<file path="config.mk">
export PLATFORM = sky130hd
export DESIGN_NAME = trap_ctrl
export DESIGN_NICKNAME = d
export VERILOG_FILES = /design/src/rtl/trap_ctrl_pkg.sv /design/src/rtl/trap_ctrl_cause_enc.sv /design/src/rtl/trap_ctrl.sv
export SDC_FILE = /design/constraint.sdc
export NUM_CORES = 1
export LEC_CHECK = 0
export CELL_PAD_IN_SITES_DETAIL_PLACEMENT = 1
export CELL_PAD_IN_SITES_GLOBAL_PLACEMENT = 1
export CORE_AREA = 5 5 231 211
export CTS_CLUSTER_DIAMETER = 120
export CTS_CLUSTER_SIZE = 40
export DETAILED_ROUTE_END_ITERATION = 6
export DIE_AREA = 0 0 236 216
export PLACE_DENSITY = 0.91
export SETUP_SLACK_MARGIN = 0.05
export SYNTH_ARGS = -nofsm -noshare
export SYNTH_HDL_FRONTEND = slang
export SYNTH_HIERARCHICAL = 1
export SYNTH_SLANG_ARGS = --single-unit
</file>
<file path="constraint.sdc">
create_clock -name clk -period 4 [get_ports clk]
set_clock_uncertainty 0.1 [all_clocks]
set_input_delay 0.6 -clock clk [delete_from_list [all_inputs] [get_ports clk]]
set_output_delay 0.6 -clock clk [all_outputs]
set_load 0.005 [all_outputs]
</file>
<file path="src/rtl/trap_ctrl_pkg.sv">
// Shared constants and state encoding for the machine-mode trap sequencer.
// CSR addresses, cause codes and mstatus bit positions follow the privileged spec.
package trap_ctrl_pkg;

   localparam int unsigned INSTR_WIDTH = 32;

   localparam logic [11:0] CSR_MSTATUS = 12'h300;
   localparam logic [11:0] CSR_MTVEC   = 12'h305;
   localparam logic [11:0] CSR_MEPC    = 12'h341;
   localparam logic [11:0] CSR_MCAUSE  = 12'h342;
   localparam logic [11:0] CSR_MTVAL   = 12'h343;

   localparam int unsigned CAUSE_ILLEGAL_INSTR = 2;
   localparam int unsigned CAUSE_BREAKPOINT    = 3;
   localparam int unsigned CAUSE_ECALL_M       = 11;
   localparam int unsigned IRQ_M_EXT           = 11;

   localparam int unsigned MSTATUS_MIE    = 3;
   localparam int unsigned MSTATUS_MPIE   = 7;
   localparam int unsigned MSTATUS_MPP_LO = 11;
   localparam int unsigned MSTATUS_MPP_HI = 12;

   typedef enum logic [2:0] {
      IDLE     = 3'd0,
      W_EPC    = 3'd1,
      W_CAUSE  = 3'd2,
      W_TVAL   = 3'd3,
      W_STATUS = 3'd4,
      REDIR    = 3'd5
   } state_t;

endpackage

</file>
<file path="src/rtl/trap_ctrl_cause_enc.sv">
// Combinational priority encoder: picks the winning trap/mret event and derives
// its cause, tval and redirect target from the current CSR values.
module trap_cause_enc
   import trap_ctrl_pkg::*;
#(
   parameter int unsigned XLEN = 64
) (
   input  logic                   instr_valid_i,
   input  logic [INSTR_WIDTH-1:0] instr_i,
   input  logic [XLEN-1:0]        pc_i,
   input  logic                   id_ilegl_instr_i,
   input  logic                   id_ebreak_i,
   input  logic                   id_ecall_i,
   input  logic                   id_mret_i,
   input  logic                   irq_i,
   input  logic                   mie_i,
   input  logic [XLEN-1:0]        mtvec_i,
   input  logic [XLEN-1:0]        mepc_i,
   output logic                   evt_o,
   output logic                   is_irq_o,
   output logic                   is_mret_o,
   output logic [XLEN-1:0]        cause_o,
   output logic [XLEN-1:0]        tval_o,
   output logic [XLEN-1:0]        target_o
);

   logic [XLEN-1:0] base;

   always_comb begin
      base      = mtvec_i & ~XLEN'(3);
      evt_o     = 1'b0;
      is_irq_o  = 1'b0;
      is_mret_o = 1'b0;
      cause_o   = '0;
      tval_o    = '0;
      target_o  = base;
      if (instr_valid_i) begin
         if (irq_i && mie_i) begin
            evt_o    = 1'b1;
            is_irq_o = 1'b1;
            cause_o  = {1'b1, (XLEN-1)'(IRQ_M_EXT)};
            // vectored mode only offsets interrupts, never exceptions
            if (mtvec_i[1:0] == 2'b01)
               target_o = base + XLEN'(IRQ_M_EXT << 2);
         end else if (id_ilegl_instr_i) begin
            evt_o   = 1'b1;
            cause_o = XLEN'(CAUSE_ILLEGAL_INSTR);
            tval_o  = XLEN'(instr_i);
         end else if (id_ebreak_i) begin
            evt_o   = 1'b1;
            cause_o = XLEN'(CAUSE_BREAKPOINT);
            tval_o  = pc_i;
         end else if (id_ecall_i) begin
            evt_o   = 1'b1;
            cause_o = XLEN'(CAUSE_ECALL_M);
         end else if (id_mret_i) begin
            evt_o     = 1'b1;
            is_mret_o = 1'b1;
            target_o  = mepc_i & ~XLEN'(3);
         end
      end
   end

endmodule

</file>
<file path="src/rtl/trap_ctrl.sv">
// Machine-mode trap sequencer: serialises mepc/mcause/mtval/mstatus updates over
// the single CSR write port, then redirects fetch; also executes mret.
module trap_ctrl
   import trap_ctrl_pkg::*;
#(
   parameter int unsigned XLEN = 64
) (
   input  logic                   clk,
   input  logic                   rst_n,
   input  logic                   instr_valid_i,
   input  logic [INSTR_WIDTH-1:0] instr_i,
   input  logic [XLEN-1:0]        pc_i,
   input  logic                   id_ilegl_instr_i,
   input  logic                   id_ebreak_i,
   input  logic                   id_ecall_i,
   input  logic                   id_mret_i,
   input  logic                   irq_i,
   input  logic [XLEN-1:0]        csr_mstatus_i,
   input  logic [XLEN-1:0]        csr_mtvec_i,
   input  logic [XLEN-1:0]        csr_mepc_i,
   output logic                   stall_o,
   output logic                   flush_o,
   output logic                   csr_we_o,
   output logic [11:0]            csr_waddr_o,
   output logic [XLEN-1:0]        csr_wdata_o,
   output logic                   redirect_o,
   output logic [XLEN-1:0]        redirect_pc_o,
   output logic                   irq_ack_o
);

   state_t          state_q;
   logic [XLEN-1:0] epc_q, cause_q, tval_q, mstatus_q, target_q;
   logic            irq_q;

   logic            evt, is_irq, is_mret, detect;
   logic [XLEN-1:0] cause, tval, target, trap_ms, mret_ms;

   trap_cause_enc #(.XLEN(XLEN)) u_enc (
      .instr_valid_i    (instr_valid_i),
      .instr_i          (instr_i),
      .pc_i             (pc_i),
      .id_ilegl_instr_i (id_ilegl_instr_i),
      .id_ebreak_i      (id_ebreak_i),
      .id_ecall_i       (id_ecall_i),
      .id_mret_i        (id_mret_i),
      .irq_i            (irq_i),
      .mie_i            (csr_mstatus_i[MSTATUS_MIE]),
      .mtvec_i          (csr_mtvec_i),
      .mepc_i           (csr_mepc_i),
      .evt_o            (evt),
      .is_irq_o         (is_irq),
      .is_mret_o        (is_mret),
      .cause_o          (cause),
      .tval_o           (tval),
      .target_o         (target)
   );

   always_comb begin
      trap_ms = csr_mstatus_i;
      trap_ms[MSTATUS_MPIE] = csr_mstatus_i[MSTATUS_MIE];
      trap_ms[MSTATUS_MIE]  = 1'b0;
      trap_ms[MSTATUS_MPP_HI:MSTATUS_MPP_LO] = 2'b11;
      mret_ms = csr_mstatus_i;
      mret_ms[MSTATUS_MIE]  = csr_mstatus_i[MSTATUS_MPIE];
      mret_ms[MSTATUS_MPIE] = 1'b1;
      mret_ms[MSTATUS_MPP_HI:MSTATUS_MPP_LO] = 2'b11;
   end

   // rst_n gates detection so every output reads 0 while reset is held
   assign detect = rst_n && (state_q == IDLE) && evt;

   always_ff @(posedge clk or negedge rst_n) begin
      if (!rst_n) begin
         state_q   <= IDLE;
         epc_q     <= '0;
         cause_q   <= '0;
         tval_q    <= '0;
         mstatus_q <= '0;
         target_q  <= '0;
         irq_q     <= 1'b0;
      end else begin
         case (state_q)
            IDLE: if (detect) begin
               epc_q     <= pc_i;
               cause_q   <= cause;
               tval_q    <= tval;
               mstatus_q <= is_mret ? mret_ms : trap_ms;
               target_q  <= target;
               irq_q     <= is_irq;
               state_q   <= is_mret ? W_STATUS : W_EPC;
            end
            W_EPC:    state_q <= W_CAUSE;
            W_CAUSE:  state_q <= W_TVAL;
            W_TVAL:   state_q <= W_STATUS;
            W_STATUS: state_q <= REDIR;
            REDIR:    state_q <= IDLE;
            default:  state_q <= IDLE;
         endcase
      end
   end

   always_comb begin
      stall_o       = detect || (state_q != IDLE);
      flush_o       = detect;
      csr_we_o      = 1'b0;
      csr_waddr_o   = '0;
      csr_wdata_o   = '0;
      redirect_o    = 1'b0;
      redirect_pc_o = '0;
      irq_ack_o     = 1'b0;
      case (state_q)
         W_EPC:    begin csr_we_o = 1'b1; csr_waddr_o = CSR_MEPC;    csr_wdata_o = epc_q;     end
         W_CAUSE:  begin csr_we_o = 1'b1; csr_waddr_o = CSR_MCAUSE;  csr_wdata_o = cause_q;   end
         W_TVAL:   begin csr_we_o = 1'b1; csr_waddr_o = CSR_MTVAL;   csr_wdata_o = tval_q;    end
         W_STATUS: begin csr_we_o = 1'b1; csr_waddr_o = CSR_MSTATUS; csr_wdata_o = mstatus_q; end
         REDIR:    begin redirect_o = 1'b1; redirect_pc_o = target_q; irq_ack_o = irq_q;      end
         default:  ;
      endcase
   end

endmodule

</file>
## Yosys cells after proc, flatten, opt, wreduce, memory -nomap -nowiden

Cells that the tools add are included.

- Register bits after elaboration: 324
- Latch bits: 0
- RAM bits: 0
- ROM bits: 0
- Input bits: 296
- Memories kept: 0

- Add/sub/neg operators: 1
- Multipliers: 0
- Divide/modulo/power cells: 0
- Order comparisons: 0
- Eq/ne operators: 7
- Shift-type cells: 0
- Muxes and demuxes: 39
- Bitwise operators: 0
- Reduce and logical (&&, ||, !) cells: 8

Operator list:

| kind | count |
|---|---|
| $mux 64 | 16 |
| $pmux 64 s4 | 1 |
| $add 64x6->64 const B | 1 |
| $pmux 10 s4 | 1 |
| $mux 1 | 16 |
| $pmux 3 s5 | 1 |
| $mux 8 | 1 |
| $eq 3x2->1 const B | 2 |
| $eq 3x3->1 const B | 2 |
| $mux 3 | 2 |
| $mux 4 | 1 |
| $reduce_or 4->1 | 1 |
| $eq 3x1->1 const B | 1 |
| $logic_and 1x1->1 | 3 |
| $logic_not 3->1 | 1 |
| $reduce_bool 3->1 | 1 |
| $eq 2x1->1 const B | 1 |
| $ne 2x2->1 const B | 1 |
| $reduce_and 2->1 | 1 |
| $logic_or 1x1->1 | 1 |

## Logic depth before layout (Yosys ltp)

Gate-level depths: netlist of the first run.

- Depth after elaboration: 9
- Depth in mapped cells: 10

## Hierarchy

The synthesis of the first run kept the hierarchy.

Modules (own cells, without submodules):

| module | times used | cells each | area each (um2) | sequential area each (um2) |
|---|---|---|---|---|
| trap_ctrl | 1 | 1021 | 14207.4 | 8082.8 |
| trap_cause_enc | 1 | 662 | 4001.3 | 0.0 |

## Worst setup path after synthesis of the first run

No wires, ideal clock.

- Path type: input to output
- From: in instr_valid_i
- To: out flush_o
- Data arrival time: 2.060 ns
- Data required time: 3.300 ns
- Path slack: 1.240 ns
- Stages on the path: 8
- Buffers on the path: 4
- Path through: clkbuf_1 inv_1 clkbuf_1 nor2_1 nand2_1 nor4_4 buf_2 buf_2

- Longest elaborated chain between the ends: 2

Ends and longest elaborated chain:

| what | line | RTL |
|---|---|---|
| from (decl) | trap_ctrl.sv:10 | `input logic instr_valid_i,` |
| $mux 1 | trap_ctrl_cause_enc.sv:37 | `if (instr_valid_i) begin` |
| net evt | trap_ctrl.sv:35 | `logic evt, is_irq, is_mret, detect;` |
| $logic_and 1x1->1 | trap_ctrl.sv:70 | `assign detect = rst_n && (state_q == IDLE) && evt;` |
| to (decl) | trap_ctrl.sv:22 | `output logic flush_o,` |

The timed path passes the listed nets, and every way through them passes these cells.

## Worst setup path after layout of the first run

- From: reg state_q[2]
- To: out csr_wdata_o[2]

- Longest elaborated chain between the ends: 2
- Elaborated cells between the ends (all ways): 5
- Classes of those cells: eq/ne: 4; mux: 1

Ends and longest elaborated chain:

| what | line | RTL |
|---|---|---|
| from (decl) | trap_ctrl.sv:31 | `state_t state_q;` |
| from (signal assigned) | trap_ctrl.sv:90 | `state_q <= is_mret ? W_STATUS : W_EPC;` |
| $eq 3x3->1 (tied with other cells) | trap_ctrl.sv:111 | `case (state_q)` |
| $pmux 64 s4 (*) | trap_ctrl.sv:111 |  |
| to (decl) | trap_ctrl.sv:25 | `output logic [XLEN-1:0] csr_wdata_o,` |

Mark *: on every way between the ends. The rest lies on a longest branch, timed or not.

==> out/results.txt, run 1 <==
DRT Pass-1 Iters = 5
Yosys cell types = 71
EDFF count, synth = 0
via/cell ratio = 5.82
Clock Tree Buf Depth = 3
Post-DRT Antenna Nets = 0
maximum clock rate = 264 MHz
die width = 236 µm
drt total wl = 70,000 µm
required time worst endpoint = 3300 ps
Core Area = 46,100 µm²
share of the synthesized area in the top cell type = 0.444
min Tclk post-route = 3780 ps
clk sinks = 323
Placement Cell Area = 22,900 µm²
Total GRT Usage = 0.261
RSZ-0062 raised after global routing = false
FFs w/ async S/R, synth = 1.00
pin count of the biggest net entering global routing = 172
leakage = 9.57 nW
count of final max-slew check failures = 0
sequential fraction of the synthesis area = 0.444
Post-Synthesis Cells = 1,683
Finished Cell Area = 23,400 µm²
root buf cell = clkbuf_16
worst skew pair latency = 550 ps
Final Hold Violating Endpoints = 0
initial antenna violation count = 24
gp weighted congestion = 0.941
Avg Inst Size Synth = 10.8 µm²
sw frac = 0.357
DRC errors left = 0
CTS tree = built
vias in the first global route = 16,900
ranking of synthesized cells by area = dfrtp_1, mux2_2, a22oi_1, mux2i_1, buf_4
Clock Power Share = 0.134
synth cell count leaders = dfrtp_1, mux2_2, a22oi_1
Site Rows = 75
Setup Buffers After CTS = 0
Logic pwr share = 0.449
Crit Path Max Fanout = 59
Die Y = 216 µm
PortBufs = 429
Worst-path clk slew = 150 ps
starting density of the core = 0.395
Synth Warn # = 6
Worst Hold Class = flop to flop
via count = 15,600
Setup CP Type = flop to output pin
top-count cell post-synth = dfrtp_1
status = finished, final reports clean
drt wl/cell = 26.1 µm
Int Power = 8.79 mW
die area = 51,000 µm²
part of the cycle the worst path needs = 0.946
placed insts = 2,635
Peak VDD IR = 0.000367 V
Post-DP HPWL = 50,800 µm
GRT overflow = 0
Tightest Pin Transition = 1020 ps
first-pass GRT wire length = 106,000 µm
Worst EP arrival = 3080 ps
largest area contributor in the netlist = dfrtp_1
nets = 2,332
power per cell area = 585 nW/µm²
Layout fillers = 4,935
I/O Pins = 441
worst rel slew slack = 0.322
drt initial violations = 1,374
ys flop type = dfrtp_1
Power Total = 13.7 mW
Seq pwr share = 0.417
layout cells sized above 1 = 0.205
Worst Setup End Kind = output pin
fin cells = 2,678
area grow syn2layout = 28.3%
max cap viols = 0
post-route setup TNS = 0 ps
Setup crit start kind = flop
Syn Std Cell Area = 18,200 µm²
Psw = 4.87 mW
Setup Viol. Count Final = 0
Synth Register Bits = 323
CTS Buf Count = 13
H-Tree Depth = 1
==> worst paths after layout <==
path / from / endpoint / slack (ps) / cells past startpoint
min in group asynchronous: rst_n / target_q[13] / 410 / 2
max in group asynchronous: rst_n / epc_q[18] / 2030 / 3
worst min-delay path: mstatus_q[12] / mstatus_q[12] / 380 / 1
worst min register to register: mstatus_q[12] / mstatus_q[12] / 380 / 1
worst max register to register: state_q[2] / cause_q[31] / 1560 / 5
worst max-delay path: state_q[2] / csr_wdata_o[2] / 220 / 5
==> per-layer routing <==
metal	routed length, µm	global-route usage
met3	4560	0.0520
met1	28400	0.333
met2	34700	0.444
met4	2280	0.0933
met5	21	0
==> power groups by stage <==
stage | Combinational, mW | Sequential (mW) | Clock (mW)
after global routing | 6.54 | 5.87 | 2.01
after global placement | 5.82 | 5.57 | 0
after CTS | 6.17 | 5.69 | 1.89
final | 6.13 | 5.70 | 1.83
after detailed placement | 6.13 | 5.77 | 0
after floorplan | 3.61 | 5.36 | 0
==> cell families (layout without fill, tap and decap cells) <==
group,after synthesis,count (layout),share of synthesized area
flops,323,323,0.444
xor+xnor,2,2,0.000962
other cells,2,91,0.000412
compound gates,337,337,0.127
mux,387,387,0.235
simple gates,405,405,0.127
buf+inv,226,516,0.0654
fa+ha+maj,1,1,0.000687
==> repair_timing <==
action	CTS	global route
resized for setup	0	0
endpoints found under the hold margin	39	0
hold buffers	1	0
==> cell usage in the layout (no fill, tap or decap), types with 4 or more instances in the layout <==
| master | n |
|---|---|
| conb_1 | 69 |
| nand3_1 | 30 |
| a21oi_1 | 44 |
| or3_1 | 4 |
| a211oi_1 | 11 |
| nand4_1 | 29 |
| diode_2 | 22 |
| dfrtp_1 | 321 |
| buf_12 | 6 |
| a2bb2oi_1 | 10 |
| buf_4 | 41 |
| nand2_1 | 50 |
| nor2_1 | 79 |
| clkbuf_16 | 13 |
| o32ai_1 | 9 |
| o211ai_1 | 4 |
| and3_1 | 77 |
| a31oi_1 | 4 |
| a31o_2 | 4 |
| clkdlybuf4s50_1 | 427 |
| nor4_1 | 15 |
| o21ai_0 | 25 |
| and2_1 | 47 |
| o31a_1 | 4 |
| inv_1 | 18 |
| and4_1 | 14 |
| nor3_1 | 22 |
| a22oi_1 | 99 |
| o22ai_1 | 84 |
| a311oi_1 | 7 |
| mux2_2 | 319 |
| nand2b_1 | 4 |
| mux2i_1 | 68 |
==> registers in the layout, summed over array words and instances (netlist names) <==
register	count
mstatus_q	63
target_q	64
cause_q	64
tval_q	64
irq_q	1
epc_q	64
state_q	3
==> worst max-delay path, stage by stage, from the launching register on <==
cell and delay (ps):
dfrtp_1 680, nor2b_4 280, buf_4 530, a22oi_1 170, o22ai_1 290, clkdlybuf4s50_1 570
==> layout make-up <==
class	count	area, µm²	share of cell area
well taps	616	771	0.0330
clock inverters	7	101	0.00434
multi-input cells	1201	9220	0.395
clock buffers	13	325	0.0139
diodes	22	55.1	0.00236
flip-flops and latches	323	8090	0.346
inverters	19	71.3	0.00305
repair buffers	477	4730	0.203
==> through the flow <==
stage,hold WS (ps),worst slack [ps],utilization
floorplan,204,1240,-
global placement,352,520,0.496
detailed placement,356,464,0.496
CTS,389,153,0.506
global route,408,59.2,0.507
finish,385,216,0.507
Note: power is estimated with default switching activity, not from simulation.
==> run 2: changes to the inputs <==
CORE_AREA = 5 5 215 196   (was 5 5 231 211)
DIE_AREA = 0 0 220 201   (was 0 0 236 216)
HOLD_SLACK_MARGIN = 0.05   (was default)
PLACE_DENSITY = 0.95   (was 0.91)
SYNTH_HIERARCHICAL = default   (was 1)
==> run 2 against run 1 <==
Net effect: count of clock-buffer cells in the layout unchanged; sequential cell count decreased by 63; wire length decreased by 12%; global-route usage increased by 0.63 points; utilization decreased by 1.8 points; critical endpoint is now redirect_pc_o[27].
==> out/results.txt, run 2 <==
status = finished, final reports clean (unchanged)
RSZ-0062 raised after global routing = false (unchanged)
Synth Area in Adders = 0.000864 (was 0.000687)
most common cell after layout, fill and taps aside = nand2_1 (was clkdlybuf4s50_1)
Core Area = 39,900 µm² (was 46,100 µm²)
initial antenna violation count = 18 (was 24)
Compound-Gate Fraction of Synth Area = 0.139 (was 0.127)
Worst Setup End Kind = output pin (unchanged)
count of final max-slew check failures = 0 (unchanged)
GRT overflow = 0 (unchanged)
first-pass GRT wire length = 94,600 µm (was 106,000 µm)
Worst EP arrival = 3010 ps (was 3080 ps)
CTS tree = built (unchanged)
biggest regs = epc_q: 64 flops, tval_q: 64 flops, mstatus_q: 63 flops
largest family of logic cells by synthesized area = simple AND/OR/NAND/NOR gates (was multiplexers)
Setup Viol. Count Final = 0 (unchanged)
Final Hold Violating Endpoints = 0 (unchanged)
delay-heaviest family, CP = buffers and inverters (unchanged)
setup slack after layout = 292 ps (was 216 ps)
Clock Power Share = 0.146 (was 0.134)
top-count cell post-synth = nand2_1 (was dfrtp_1)
Finished Cell Area = 19,600 µm² (was 23,400 µm²)
Setup crit start kind = flop (unchanged)
Tightest Pin Transition = 1400 ps (was 1020 ps)
part of the cycle the worst path needs = 0.927 (was 0.946)
die width = 220 µm (was 236 µm)
leakage = 8.44 nW (was 9.57 nW)
commonest non-fill, non-tap cells in the layout = nand2_1, clkdlybuf4s50_1, dfrtp_1, o21ai_0, mux2i_1 (was clkdlybuf4s50_1, dfrtp_1, mux2_2, a22oi_1, o22ai_1)
fin cells = 2,672 (was 2,678)
vias in the first global route = 16,200 (was 16,900)
min Tclk post-route = 3710 ps (was 3780 ps)
mux share of post-synthesis cell area = 0.0541 (was 0.235)
Setup WS pre-CTS = 652 ps (was 464 ps)
Clock Tree Buf Depth = 3 (unchanged)
sequential fraction of the synthesis area = 0.449 (was 0.444)
Site Rows = 70 (was 75)
Synth Register Bits = 260 (was 323)
Synth Warn # = 0 (was 6)
nets = 2,414 (was 2,332)
EDFF count, synth = 0 (unchanged)
Post-CTS Resized = 0 (unchanged)
Simple-Gate Fraction of Synth Area = 0.294 (was 0.127)
Psw = 3.88 mW (was 4.87 mW)
ys flop type = dfrtp_1 (unchanged)
via/cell ratio = 5.59 (was 5.82)
H-Tree Depth = 1 (unchanged)
Buf+Inv Stages, Crit Path = 3 (was 2)
drt wl/cell = 23.0 µm (was 26.1 µm)
worst skew pair latency = 500 ps (was 550 ps)
synth cell count leaders = nand2_1, dfrtp_1, o21ai_0 (was dfrtp_1, mux2_2, a22oi_1)
root buf cell = clkbuf_16 (unchanged)
Placement Cell Area = 19,200 µm² (was 22,900 µm²)
pin count of the biggest net entering global routing = 200 (was 172)
sw frac = 0.384 (was 0.357)
Worst-path clk slew = 150 ps (about the same)
required time worst endpoint = 3300 ps (about the same)
Synth Area in XOR/XNOR = 0.0151 (was 0.000962)
Worst Hold Class = flop to flop (unchanged)
layout cells sized above 1 = 0.0387 (was 0.205)
I/O Pins = 441 (unchanged)
largest area contributor in the netlist = dfrtp_1 (unchanged)
gp weighted congestion = 0.906 (was 0.941)
CP max-delay cell = dfrtp_4 (was dfrtp_1)
Yosys cell types = 83 (was 71)
area grow syn2layout = 35.0% (was 28.3%)
post-route setup TNS = 0 ps (unchanged)
Seq pwr share = 0.441 (was 0.417)
critical path cell sequence = inv_1, and3_2, buf_4, and2_1, clkdlybuf4s50_1 (was nor2b_4, buf_4, a22oi_1, o22ai_1, clkdlybuf4s50_1)
hold slack = 389 ps (was 385 ps)
die area = 44,200 µm² (was 51,000 µm²)
Post-DRT Antenna Nets = 0 (unchanged)
drt initial violations = 1,194 (was 1,374)
Layout fillers = 4,795 (was 4,935)
clk sinks = 260 (was 323)
Multi-input gate area = 7360 µm² (was 9220 µm²)
Setup CP Type = flop to output pin (unchanged)
maximum clock rate = 270 MHz (was 264 MHz)
slowest stage delay, CP = 620 ps (was 680 ps)
CTS Buf Count = 11 (was 13)
FFs w/ async S/R, synth = 1.00 (unchanged)
drt total wl = 61,400 µm (was 70,000 µm)
Post-Synthesis Cells = 1,780 (was 1,683)
register area = 6510 µm² (was 8090 µm²)
Total GRT Usage = 0.267 (was 0.261)
max cap viols = 0 (unchanged)
Avg Inst Size Synth = 8.13 µm² (was 10.8 µm²)
via count = 14,900 (was 15,600)
Crit Path Max Fanout = 31 (was 59)
minimum setup slack among reg-to-reg paths = 910 ps (was 1560 ps)
Post-DP HPWL = 44,200 µm (was 50,800 µm)
PortBufs = 427 (was 429)
Logic pwr share = 0.413 (was 0.449)
ranking of synthesized cells by area = dfrtp_1, nand2_1, mux2i_1, o21ai_0, and2_1 (was dfrtp_1, mux2_2, a22oi_1, mux2i_1, buf_4)
starting density of the core = 0.363 (was 0.395)
power per cell area = 516 nW/µm² (was 585 nW/µm²)
DRC errors left = 0 (unchanged)
DRT Pass-1 Iters = 5 (unchanged)
Die Y = 201 µm (was 216 µm)
Int Power = 6.21 mW (was 8.79 mW)
share of the synthesized area in the top cell type = 0.449 (was 0.444)
Syn Std Cell Area = 14,500 µm² (was 18,200 µm²)
worst rel slew slack = 0.0677 (was 0.322)
Peak VDD IR = 0.000280 V (was 0.000367 V)
placed insts = 2,643 (was 2,635)
run 2: what timing repair did:
action | 4_1_cts | 5_1_grt
setup buffers | 0 | 0
hold endpoints to repair | 37 | 0
hold buffers | 1 | 0
run 2: through the flow:
stage | utilization | total power, mW
6_report | 0.490 | 10.1
5_1_grt | 0.489 | 10.8
4_1_cts | 0.489 | 10.2
3_5_place_dp | 0.480 | 8.65
3_3_place_gp | 0.480 | 8.29
2_1_floorplan | - | 6.49
run 2: worst paths after layout:
path,startpoint,endpoint,depth (start not counted)
max,state_q[1],redirect_pc_o[27],5
min,target_q[14],target_q[14],2
max reg2reg,state_q[1],target_q[36],7
min reg2reg,target_q[14],target_q[14],2
max in group asynchronous,rst_n,target_q[4],3
min in group asynchronous,rst_n,mstatus_q[2],2
run 2: power groups by stage:
stage	Sequential (mW)	Combinational, mW	Clock (mW)
final	4.45	4.17	1.48
after global routing	4.58	4.60	1.60
after CTS	4.45	4.20	1.52
after detailed placement	4.49	4.16	0
after global placement	4.38	3.92	0
after floorplan	4.21	2.28	0
run 2: tightest hold or removal path, cell delays in order, from the launching register on:
cell	delay (ps)
dfrtp_1	360
nand2_1	50
o31ai_1	50
run 2: kinds of logic after synthesis:
group | count (synthesis)
fa+ha+maj | 1
xor+xnor | 25
buf+inv | 148
flops | 260
other cells | 1
simple gates | 947
compound gates | 320
mux | 78
run 2: area by class of cell:
class	count	share of cell area
antenna	11	0.00141
clock buffer	13	0.0150
clock inverter	4	0.00237
inverter	9	0.00198
multi-input combinational	1380	0.376
sequential	260	0.333
tap	540	0.0346
timing repair buffer	455	0.235
run 2: routing by layer:
layer  GRT usage  vias to the layer above  routed length (µm)
li1            -                     6702                   -
met1       0.333                     7495               24500
met3      0.0611                      159                4520
met4       0.120                        8                3090
met2       0.442                      565               29300
met5           0                        -                  52
